**src/rtl/selfadd_acc_lanes.sv**
```systemverilog
// selfadd_acc_lanes
//   Multi-lane self-accumulating register bank. Each lane sums LOOP
//   consecutive accepted input beats; the completed group sums of all lanes
//   are presented together in a single-entry output register that is
//   drained with a valid/ready handshake.
//
// Parameters
//   W     : lane / accumulator width
//   LANES : number of independent lanes (lane i at bits [i*W +: W])
//   LOOP  : beats per group (>= 1)
//   SAT   : 0 = wrap-around add, 1 = unsigned saturation at 2^W-1
//
// Ports
//   clk      : clock, rising edge
//   rst      : asynchronous active-low reset
//   in_v     : input beat valid
//   in_rdy   : input ready (beat accepted when in_v && in_rdy)
//   in_data  : packed input beat, LANES*W bits
//   clr      : synchronous clear of the partial group
//   halt     : freezes input acceptance
//   out_v    : group result valid
//   out_rdy  : downstream ready (result consumed when out_v && out_rdy)
//   out_data : packed group sums, LANES*W bits
//   out_ovf  : per-lane overflow flag of the presented group
module selfadd_acc_lanes #(
  parameter int W     = 16,
  parameter int LANES = 2,
  parameter int LOOP  = 3,
  parameter int SAT   = 0
) (
  input  logic                 clk,
  input  logic                 rst,
  input  logic                 in_v,
  output logic                 in_rdy,
  input  logic [LANES*W-1:0]   in_data,
  input  logic                 clr,
  input  logic                 halt,
  output logic                 out_v,
  input  logic                 out_rdy,
  output logic [LANES*W-1:0]   out_data,
  output logic [LANES-1:0]     out_ovf
);

  localparam int CW = (LOOP > 1) ? $clog2(LOOP) : 1;

  logic [CW-1:0]        r_cnt;
  logic [LANES*W-1:0]   r_acc;
  logic [LANES-1:0]     r_ovf_acc;
  logic                 r_out_v;
  logic [LANES*W-1:0]   r_out_data;
  logic [LANES-1:0]     r_out_ovf;

  logic                 w_first;
  logic                 w_last;
  logic                 w_in_rdy;
  logic                 w_take;
  logic [LANES*W-1:0]   w_nacc;
  logic [LANES-1:0]     w_novf;

  assign w_first = (r_cnt == '0);
  assign w_last  = (r_cnt == CW'(LOOP - 1));

  // The final beat only stalls while the output register is full and is
  // not being drained this cycle; a drain frees the slot for the new group.
  assign w_in_rdy = rst && !halt && !clr && !(w_last && r_out_v && !out_rdy);
  assign w_take   = in_v && w_in_rdy;

  // Per-lane W+1 bit adder; bit W is the carry. On the first beat the
  // accumulator is bypassed so the group starts from the input value.
  genvar g;
  for (g = 0; g < LANES; g++) begin : g_lane
    logic [W:0] w_sum;
    assign w_sum = {1'b0, (w_first ? {W{1'b0}} : r_acc[g*W +: W])}
                 + {1'b0, in_data[g*W +: W]};
    // Saturating mode clamps on carry; a clamped value plus anything
    // carries again (or adds zero), so it stays clamped.
    assign w_nacc[g*W +: W] = ((SAT != 0) && w_sum[W]) ? {W{1'b1}} : w_sum[W-1:0];
    assign w_novf[g]        = (w_first ? 1'b0 : r_ovf_acc[g]) | w_sum[W];
  end

  // Accumulator and beat counter
  always_ff @(posedge clk or negedge rst) begin
    if (!rst) begin
      r_cnt     <= '0;
      r_acc     <= '0;
      r_ovf_acc <= '0;
    end else if (clr) begin
      r_cnt     <= '0;
      r_acc     <= '0;
      r_ovf_acc <= '0;
    end else if (w_take) begin
      r_acc     <= w_nacc;
      r_ovf_acc <= w_novf;
      r_cnt     <= w_last ? '0 : r_cnt + CW'(1);
    end
  end

  // Output register: a completing group overrides a same-cycle drain
  always_ff @(posedge clk or negedge rst) begin
    if (!rst) begin
      r_out_v    <= 1'b0;
      r_out_data <= '0;
      r_out_ovf  <= '0;
    end else if (w_take && w_last) begin
      r_out_v    <= 1'b1;
      r_out_data <= w_nacc;
      r_out_ovf  <= w_novf;
    end else if (r_out_v && out_rdy) begin
      r_out_v    <= 1'b0;
    end
  end

  assign in_rdy   = w_in_rdy;
  assign out_v    = r_out_v;
  assign out_data = r_out_data;
  assign out_ovf  = r_out_ovf;

endmodule

```
**config.mk**
```make
export PLATFORM = sky130hd
export DESIGN_NAME = selfadd_acc_lanes
export DESIGN_NICKNAME = d
export VERILOG_FILES = /design/src/rtl/selfadd_acc_lanes.sv
export SDC_FILE = /design/constraint.sdc
export NUM_CORES = 1
export LEC_CHECK = 0
export CAP_MARGIN = 5
export CELL_PAD_IN_SITES_DETAIL_PLACEMENT = 1
export CELL_PAD_IN_SITES_GLOBAL_PLACEMENT = 1
export CORE_MARGIN = 5
export CORE_UTILIZATION = 37
export DETAILED_ROUTE_END_ITERATION = 10
export PLACE_DENSITY = 0.8
export SYNTH_ARGS = -nofsm -noshare
export SYNTH_HDL_FRONTEND = slang
export SYNTH_SLANG_ARGS = --single-unit
```
**constraint.sdc**
```tcl
create_clock -name clk -period 2.78 [get_ports clk]
set_input_delay 0.278 -clock clk [delete_from_list [all_inputs] [get_ports clk]]
set_output_delay 0.278 -clock clk [all_outputs]
set_load 0.05 [all_outputs]
```
; ---- After elaboration in Yosys (flattened, before gate mapping)
; Cells that the tools add are included.
[word_totals]
ff_bits = 71
inputBits = 38
output_inout_bits = 36
elab_cells = 40
[classes]
n_addsub = 3
eq_ne = 1
n_mux = 13
bitwise_logic = 2
reduce_logical = 15
[op_table]
columns = cell, count
row1 = $mux W32, 2
row2 = $add A16 B16 Y17, 2
row3 = $mux W16, 2
row4 = $mux W2, 5
row5 = $logic_and A1 B1 Y1, 8
row6 = $logic_not A1 Y1, 4
row7 = $mux W1, 4
row8 = $reduce_bool A2 Y1, 2
row9 = $add A2 B1 Y2 const B, 1
row10 = $eq A2 B2 Y1 const B, 1
row11 = $logic_not A2 Y1, 1
row12 = $or A1 B1 Y1, 2

; ---- Longest topological paths before layout
; Gate-level depths: netlist of run 1.
[logic_depth]
ltp_word = 8
depth_mapped = 12
depth_no_buf = 10

; ---- Worst setup path before layout of run 1
; Ideal clock, no wire load.
[synth_path]
path_type = register to register
start = register r_cnt[0]
end = register r_out_data[14], in the netlist out_data[14]
arrival_time_ns = 2.677
slack_ns = -0.025
path_stages_with_launch = 13
n_path_buf = 2
cell_sequence = dfrtp_1 > or2_2 > clkbuf_1 > clkbuf_1 > and2_1 > ha_1 > fa_1 > a21o_1 > nand3_1 > a31o_2 > o21ai_1 > xnor2_1 > mux2_1
[synth_between]
elab_chain_cells = 7
word_cells_on_any_way = 10
[synth_lines]
columns = item, line_no
row1 = from (decl), 46  ; logic [CW-1:0] r_cnt;
row2 = from (signal assigned), 94  ; r_cnt <= w_last ? '0 : r_cnt + CW'(1);
row3 = "parallel branches: the longest is 7 deep, another holds $add A16 B16 Y17", n/a
row4 = to (signal assigned), 106  ; r_out_data <= w_nacc;
row5 = to (decl), 50  ; logic [LANES*W-1:0] r_out_data;
; Several ways; the timed one is not identified.
; A chain may end at the register's enable or synchronous reset.

; ---- Final worst setup path of run 1
[layout_path]
start = register r_cnt[1]
end = register r_out_data[13], in the netlist out_data[13]
; The elaborated chain is that of the path after synthesis.

==> metrics, run 1 <==
CTS root buffer=clkbuf_16; Synth Flop Type=dfrtp_1; synthesized area per cell=approximately 9.3 um2; Mapped Area=4442 um2; Req. time, crit path=approximately 3 ns; XOR/XNOR Fraction of Synth Area=0.05324; DRT iter0 DRCs=125; global-route wire length before repair=roughly 22,000 um; clock sink count=roughly 70; worst path arrival time=approximately 2.9 ns; worst setup path start=r_cnt[1]$_DFFE_PN0P_; maximum fanout along the worst path=6; DR vias=slightly above 4,000; Slew Viols, Final=0; chip width=~120 um; simple-gate share of the synthesized area=0.1868; global placement routability congestion=approximately 0.85; post-synthesis compound-gate area fraction=0.1831; row cnt=40; main combinational cell family by area after synthesis=simple AND/OR/NAND/NOR gates; Critical Path Sink=out_data[13]$_DFFE_PN0P_; Crit-path slowest cell=dfrtp_2; Cell variety after synth=56; vias in the first global route=4,385; grt ovf=0; Worst Tran Pin Value=0.6754 ns; CTS Buf Count=9; Worst path max stage delay=between 0.4 and 0.5 ns; Synth Instances=476; flops & latches, synth=about 70; deepest clock path buffer count=2; RR Endpoint=out_data[13]$_DFFE_PN0P_; largest vdd supply drop=241.1 uV; share of cells above drive strength 1=0.2027; mux contribution to synthesized area=0.04028; syn nets=between 500 and 600; drt total wl=between 10,000 and 15,000 um; Max-slew headroom=0.5497; TritonRoute pass-1 iters=4; drt drc=0; Port Buffers=73; crit path kind=reg -> reg; hpwl dp=between 9000 and 10,000 um; depth of the worst register-to-register path=10; Fill cells=roughly 1,400; critical path, cell by cell=or2_4 -> and2_1 -> ha_2 -> buf_4 -> a211oi_4 -> o21a_2 -> o21ai_4 -> a211oi_2 -> xnor2_2 -> mux2_1; leakage=approximately 2.8 nW; Core ar.=11,910 um2; clock skew=around 0.0062 ns; RR Startpoint=r_cnt[1]$_DFFE_PN0P_; post-place instance area=approximately 5600 um2; adder-cell share of the synthesized area=0.09915; Tot Pwr=between 0.002 and 0.003 W; most frequent cells in the layout=71 x clkdlybuf4s50_1, 69 x dfrtp_1, 60 x nand2_1; Vias/cell=between 5 and 6; Final setup viols=0; Max Fclk=367.1 MHz; worst hold path type=reg -> reg; ANT cells=0; pwr dens=442.3 nW/um2; Max Cap Violations=0; r2r setup slk=0.06 ns; initial antenna violation count=0; Routed WL per cell=slightly below 20 um; GRT Total Usage=0.1932; ANT nets after route=0; Ys Warns=0; leading cell type in the layout, fill and taps excluded=clkdlybuf4s50_1; worst-skew pair later-pin latency=~0.34 ns; sum of negative setup slack=0 ns; largest net degree at the start of global routing=50; status=complete, no violations; async set-or-reset flop fraction in the synthesized netlist=1.000; synthesis-to-layout area growth=37.49%; Post-synth EDFFs=0; CTS tree=yes; final period utilization=0.9798; Nets=~660; Die H=119.6 um; Final Cell Area=around 6000 um2; Die ar.=about 14,000 um2; Critical Path Source Type=register; Setup crit end kind=register; Final Hold Vio Count=0; Starting Density=0.3729; crit path time final=roughly 2.7 ns; sequential fraction of the synthesis area=0.4000; CTS H-tree depth=3; CTS clock-pin slew for the worst setup and hold paths=0.06 ns; io pins=74
cell type report:
type | count | area, um2 | area share
well taps | 147 | 183.9 | 0.03012
inverters | 9 | 33.78 | 0.005532
multi-input cells | 372 | 2679 | 0.4386
flip-flops and latches | 71 | 1779 | 0.2913
clock buffers | 13 | 270.3 | 0.04425
repair buffers | 124 | 1121 | 0.1836
clock inverters | 3 | 40.04 | 0.006556
metrics by stage:
stage / cells / hold slack, ns / util / setup WS (ns)
after floorplan: 476 / -0.01759 / - / 0.01068
after global placement: 718 / 0.3271 / 0.4701 / -0.01661
after detailed placement: 718 / 0.3393 / 0.4701 / -0.1562
after CTS: 735 / 0.4858 / 0.4978 / 0.006644
after global routing: 739 / 0.5093 / 0.5127 / -0.03474
final: 739 / 0.4793 / 0.5127 / 0.05621
critical path, delay by kind of cell, from the launching register on:
kind	cells	cell delay, ns
AOI/OAI and AO/OA	4	0.85
and+or+nand+nor	2	0.53
DFF	1	0.45
muxes	1	0.29
adders and majority gates	1	0.20
buffers and inverters	1	0.15
xor gates and xnor gates	1	0.13
cell usage after synthesis (8+ instances only):
master / number / area, um2
dfrtp_1: 71 / 1777
nand2_1: 60 / 225.2
o21ai_0: 51 / 255.2
nand3_1: 35 / 175.2
a21oi_1: 32 / 160.2
and2_1: 32 / 200.2
ha_1: 32 / 400.4
xnor2_1: 18 / 157.7
clkbuf_1: 12 / 45.04
nor2_1: 12 / 45.04
a21o_1: 10 / 75.07
buf_2: 10 / 50.05
inv_1: 9 / 33.78
mux2_1: 9 / 101.4
xor2_1: 9 / 78.83
and3_1: 8 / 50.05
where the power goes:
part	total (W)	switching, W	internal, W
registers	0.00108	0.0000168	0.00106
logic	0.000405	0.000234	0.000171
clock network	0.00122	0.000450	0.000766
total	0.00270	0.000701	0.00200
kinds of logic after synthesis:
logic type                 after synthesis
AOI/OAI and AO/OA                      128
adders and majority gates               34
muxes                                   16
DFF                                     71
buffers and inverters                   36
and+or+nand+nor                        164
xor gates and xnor gates                27
sequential cells by signal (all words and copies together), names as in the netlist:
name,flops
out_ovf,2
r_acc,32
r_cnt,2
out_data,32
r_ovf_acc,2
out_v,1
worst min path at each step:
stage                                   from                       end  slack, ns  cells past startpoint
finish              out_data[28]$_DFFE_PN0P_  out_data[28]$_DFFE_PN0P_       0.48                      2
global route        out_data[14]$_DFFE_PN0P_  out_data[14]$_DFFE_PN0P_       0.51                      1
CTS                 out_data[28]$_DFFE_PN0P_  out_data[28]$_DFFE_PN0P_       0.49                      2
detailed placement                       rst  out_data[31]$_DFFE_PN0P_       0.34                      2
global placement                         rst  r_ovf_acc[1]$_DFFE_PN0P_       0.33                      2
floorplan                                rst   out_data[0]$_DFFE_PN0P_      -0.02                      0
routing by layer:
layer	part of all wire	routed length, um	track usage
met1	0.44	6211	0.2333
met3	0.030	432	0.03252
met2	0.51	7238	0.3439
met4	0.023	334	0.07301
met5	0	0	0
repair_timing:
action | 4_1_cts | 5_1_grt
hold buffers | 1 | 0
resized for setup | 3 | 29
pin swaps | 0 | 11
setup buffers | 0 | 1
cloned | 0 | 3
hold endpoints to repair | 22 | 0
setup endpoints to repair | 34 | 24
(Power assumes the default switching activity.)
==> run 2: changes to the inputs <==
==> constraint.sdc (replaced) <==
create_clock -name clk -period 2.2 [get_ports clk]
set_input_delay 0.22 -clock clk [delete_from_list [all_inputs] [get_ports clk]]
set_output_delay 0.22 -clock clk [all_outputs]
set_load 0.05 [all_outputs]
==> run 2 against run 1 <==
Effect of this change:
- the flow now finishes with violations (negative setup slack)
- clock power is 44% higher
- setup slack worse by 0.65 ns
- core utilization rose by 11 points
- sequential power is 27% higher
- critical endpoint is now r_acc[12]$_DFFE_PN0P_
- largest power group unchanged
==> metrics, run 2 (same netlist as run 1, synthesis figures left out) <==
status=finished, violations left; failing checks=negative setup slack; CTS Buf Count=9; Final Hold Vio Count=0; Starting Density=0.3729; CTS tree=yes; Setup crit end kind=register; Final Cell Area=between 7000 and 8000 um2; initial antenna violation count=0; post-place instance area=around 6000 um2; largest vdd supply drop=around 330 uV; clock skew=0.01001 ns; worst path arrival time=approximately 3.0 ns; pre-CTS WS=-0.4650 ns; Worst path max stage delay=between 0.4 and 0.5 ns; deepest clock path buffer count=2; Slew Viols, Final=0; global-route wire length before repair=27,480 um; ANT nets after route=0; largest net degree at the start of global routing=53; final period utilization=1.271; clock sink count=between 70 and 80; maximum fanout along the worst path=6; GRT Total Usage=0.2442; drt drc=0; leakage=3.314 nW; worst hold path type=in -> async; Core ar.=approximately 12,000 um2; drt total wl=about 21,000 um; Die H=119.6 um; CTS H-tree depth=3; io pins=between 70 and 80; critical path, cell by cell=buf_4 -> or2_4 -> and2_1 -> ha_4 -> buf_4 -> o21ai_0 -> a31o_4 -> o211ai_1 -> xnor2_1 -> o21ai_1; Max-slew headroom=0.5156; most frequent cells in the layout=79 x buf_4, 71 x clkdlybuf4s50_1, 70 x dfrtp_1; Nets=between 700 and 800; CTS root buffer=clkbuf_16; Port Buffers=73; hpwl dp=between 10,000 and 15,000 um; leading cell type in the layout, fill and taps excluded=buf_4; Critical Path Source Type=register; fin cells=789; grt ovf=0; Max Fclk=357.6 MHz; DRT iter0 DRCs=289; Die ar.=approximately 14,000 um2; worst-skew pair later-pin latency=~0.35 ns; global placement routability congestion=~0.87; Routed WL per cell=approximately 27 um; crit path time final=2.796 ns; TritonRoute pass-1 iters=5; Most common cell on crit path=buf_4; ANT cells=0; crit path kind=reg -> reg; row cnt=40; Setup WS post-layout=-0.5963 ns; Crit-path slowest cell=dfrtp_2; chip width=between 100 and 150 um; Req. time, crit path=2.42 ns; CTS clock-pin slew for the worst setup and hold paths=0.06 ns; placed insts=about 740; share of cells above drive strength 1=0.4268; Max Cap Violations=0; Final setup viols=55; sum of negative setup slack=-19.84 ns; vias in the first global route=a little under 5,000; Fill cells=1,260; synthesis-to-layout area growth=67.94%; Worst Tran Pin Value=0.7266 ns; Vias/cell=approximately 5.9; pwr dens=515.0 nW/um2; RSZ-0062 raised after global routing=yes; DR vias=4,676
run 2: cell count changes in the layout (fill, tap and decap cells not counted), sizes merged:
cell and change:
bufinv +2, clkinvlp +1, buf +47
run 2: repair_timing:
action / in CTS / in global routing
setup endpoints to repair: 55 / 62
gates cloned: 3 / 3
buffers inserted: 19 / 16
hold endpoints to repair: 19 / 0
resized for setup: 102 / 68
hold buffers: 1 / 0
pin swaps: 67 / 43
run 2: power by group:
part           leakage (nW)  switching, W  internal [W]
combinational          2.16      0.000396      0.000320
sequential            0.981     0.0000266       0.00134
clock                 0.168      0.000621       0.00114
run 2: final cells by class:
type / count / area [um2] / area share
clock buffer: 10 / 239.0 / 0.03204
clock inverter: 6 / 107.6 / 0.01442
tap: 147 / 183.9 / 0.02466
multi-input combinational: 372 / 3475 / 0.4658
sequential: 71 / 1778 / 0.2383
timing repair buffer: 174 / 1643 / 0.2202
inverter: 9 / 33.78 / 0.004529
run 2: metrics by stage:
step | power (W) | hold slack [ns] | util
after floorplan | 0.001655 | -0.07559 | -
after global placement | 0.001899 | 0.2555 | 0.5021
after detailed placement | 0.001918 | 0.2806 | 0.5021
after CTS | 0.003731 | 0.4495 | 0.5849
after global routing | 0.003942 | 0.5029 | 0.6263
final | 0.003842 | 0.4727 | 0.6263
run 2: worst paths after layout:
kind                                               from                       to  slack (ns)  depth (start not counted)
worst max register to register     r_cnt[1]$_DFFE_PN0P_    r_acc[12]$_DFFE_PN0P_       -0.60                         10
worst min register to register  out_data[8]$_DFFE_PN0P_  out_data[8]$_DFFE_PN0P_        0.49                          2
max in group asynchronous                           rst     r_cnt[1]$_DFFE_PN0P_        1.04                          3
worst min-delay path                                rst  out_data[0]$_DFFE_PN0P_        0.47                          3
min in group clk                out_data[8]$_DFFE_PN0P_  out_data[8]$_DFFE_PN0P_        0.49                          2
worst max-delay path               r_cnt[1]$_DFFE_PN0P_    r_acc[12]$_DFFE_PN0P_       -0.60                         10
run 2: per-layer routing:
layer / track usage / up-vias / share of wire / wire length [um]
met5: 0 / - / 0 / 0
met4: 0.07516 / 0 / 0.044 / 939
met3: 0.04100 / 72 / 0.057 / 1210
met2: 0.4354 / 212 / 0.50 / 10590
met1: 0.3017 / 2387 / 0.40 / 8469
li1: - / 2005 / - / -
run 2: critical path, delay by kind of cell (launching register included):
family | cells | cell delay (ns)
compound gates | 4 | 0.87
flops | 1 | 0.46
simple gates | 2 | 0.51
buf+inv | 2 | 0.31
xor+xnor | 1 | 0.31
fa+ha+maj | 1 | 0.19
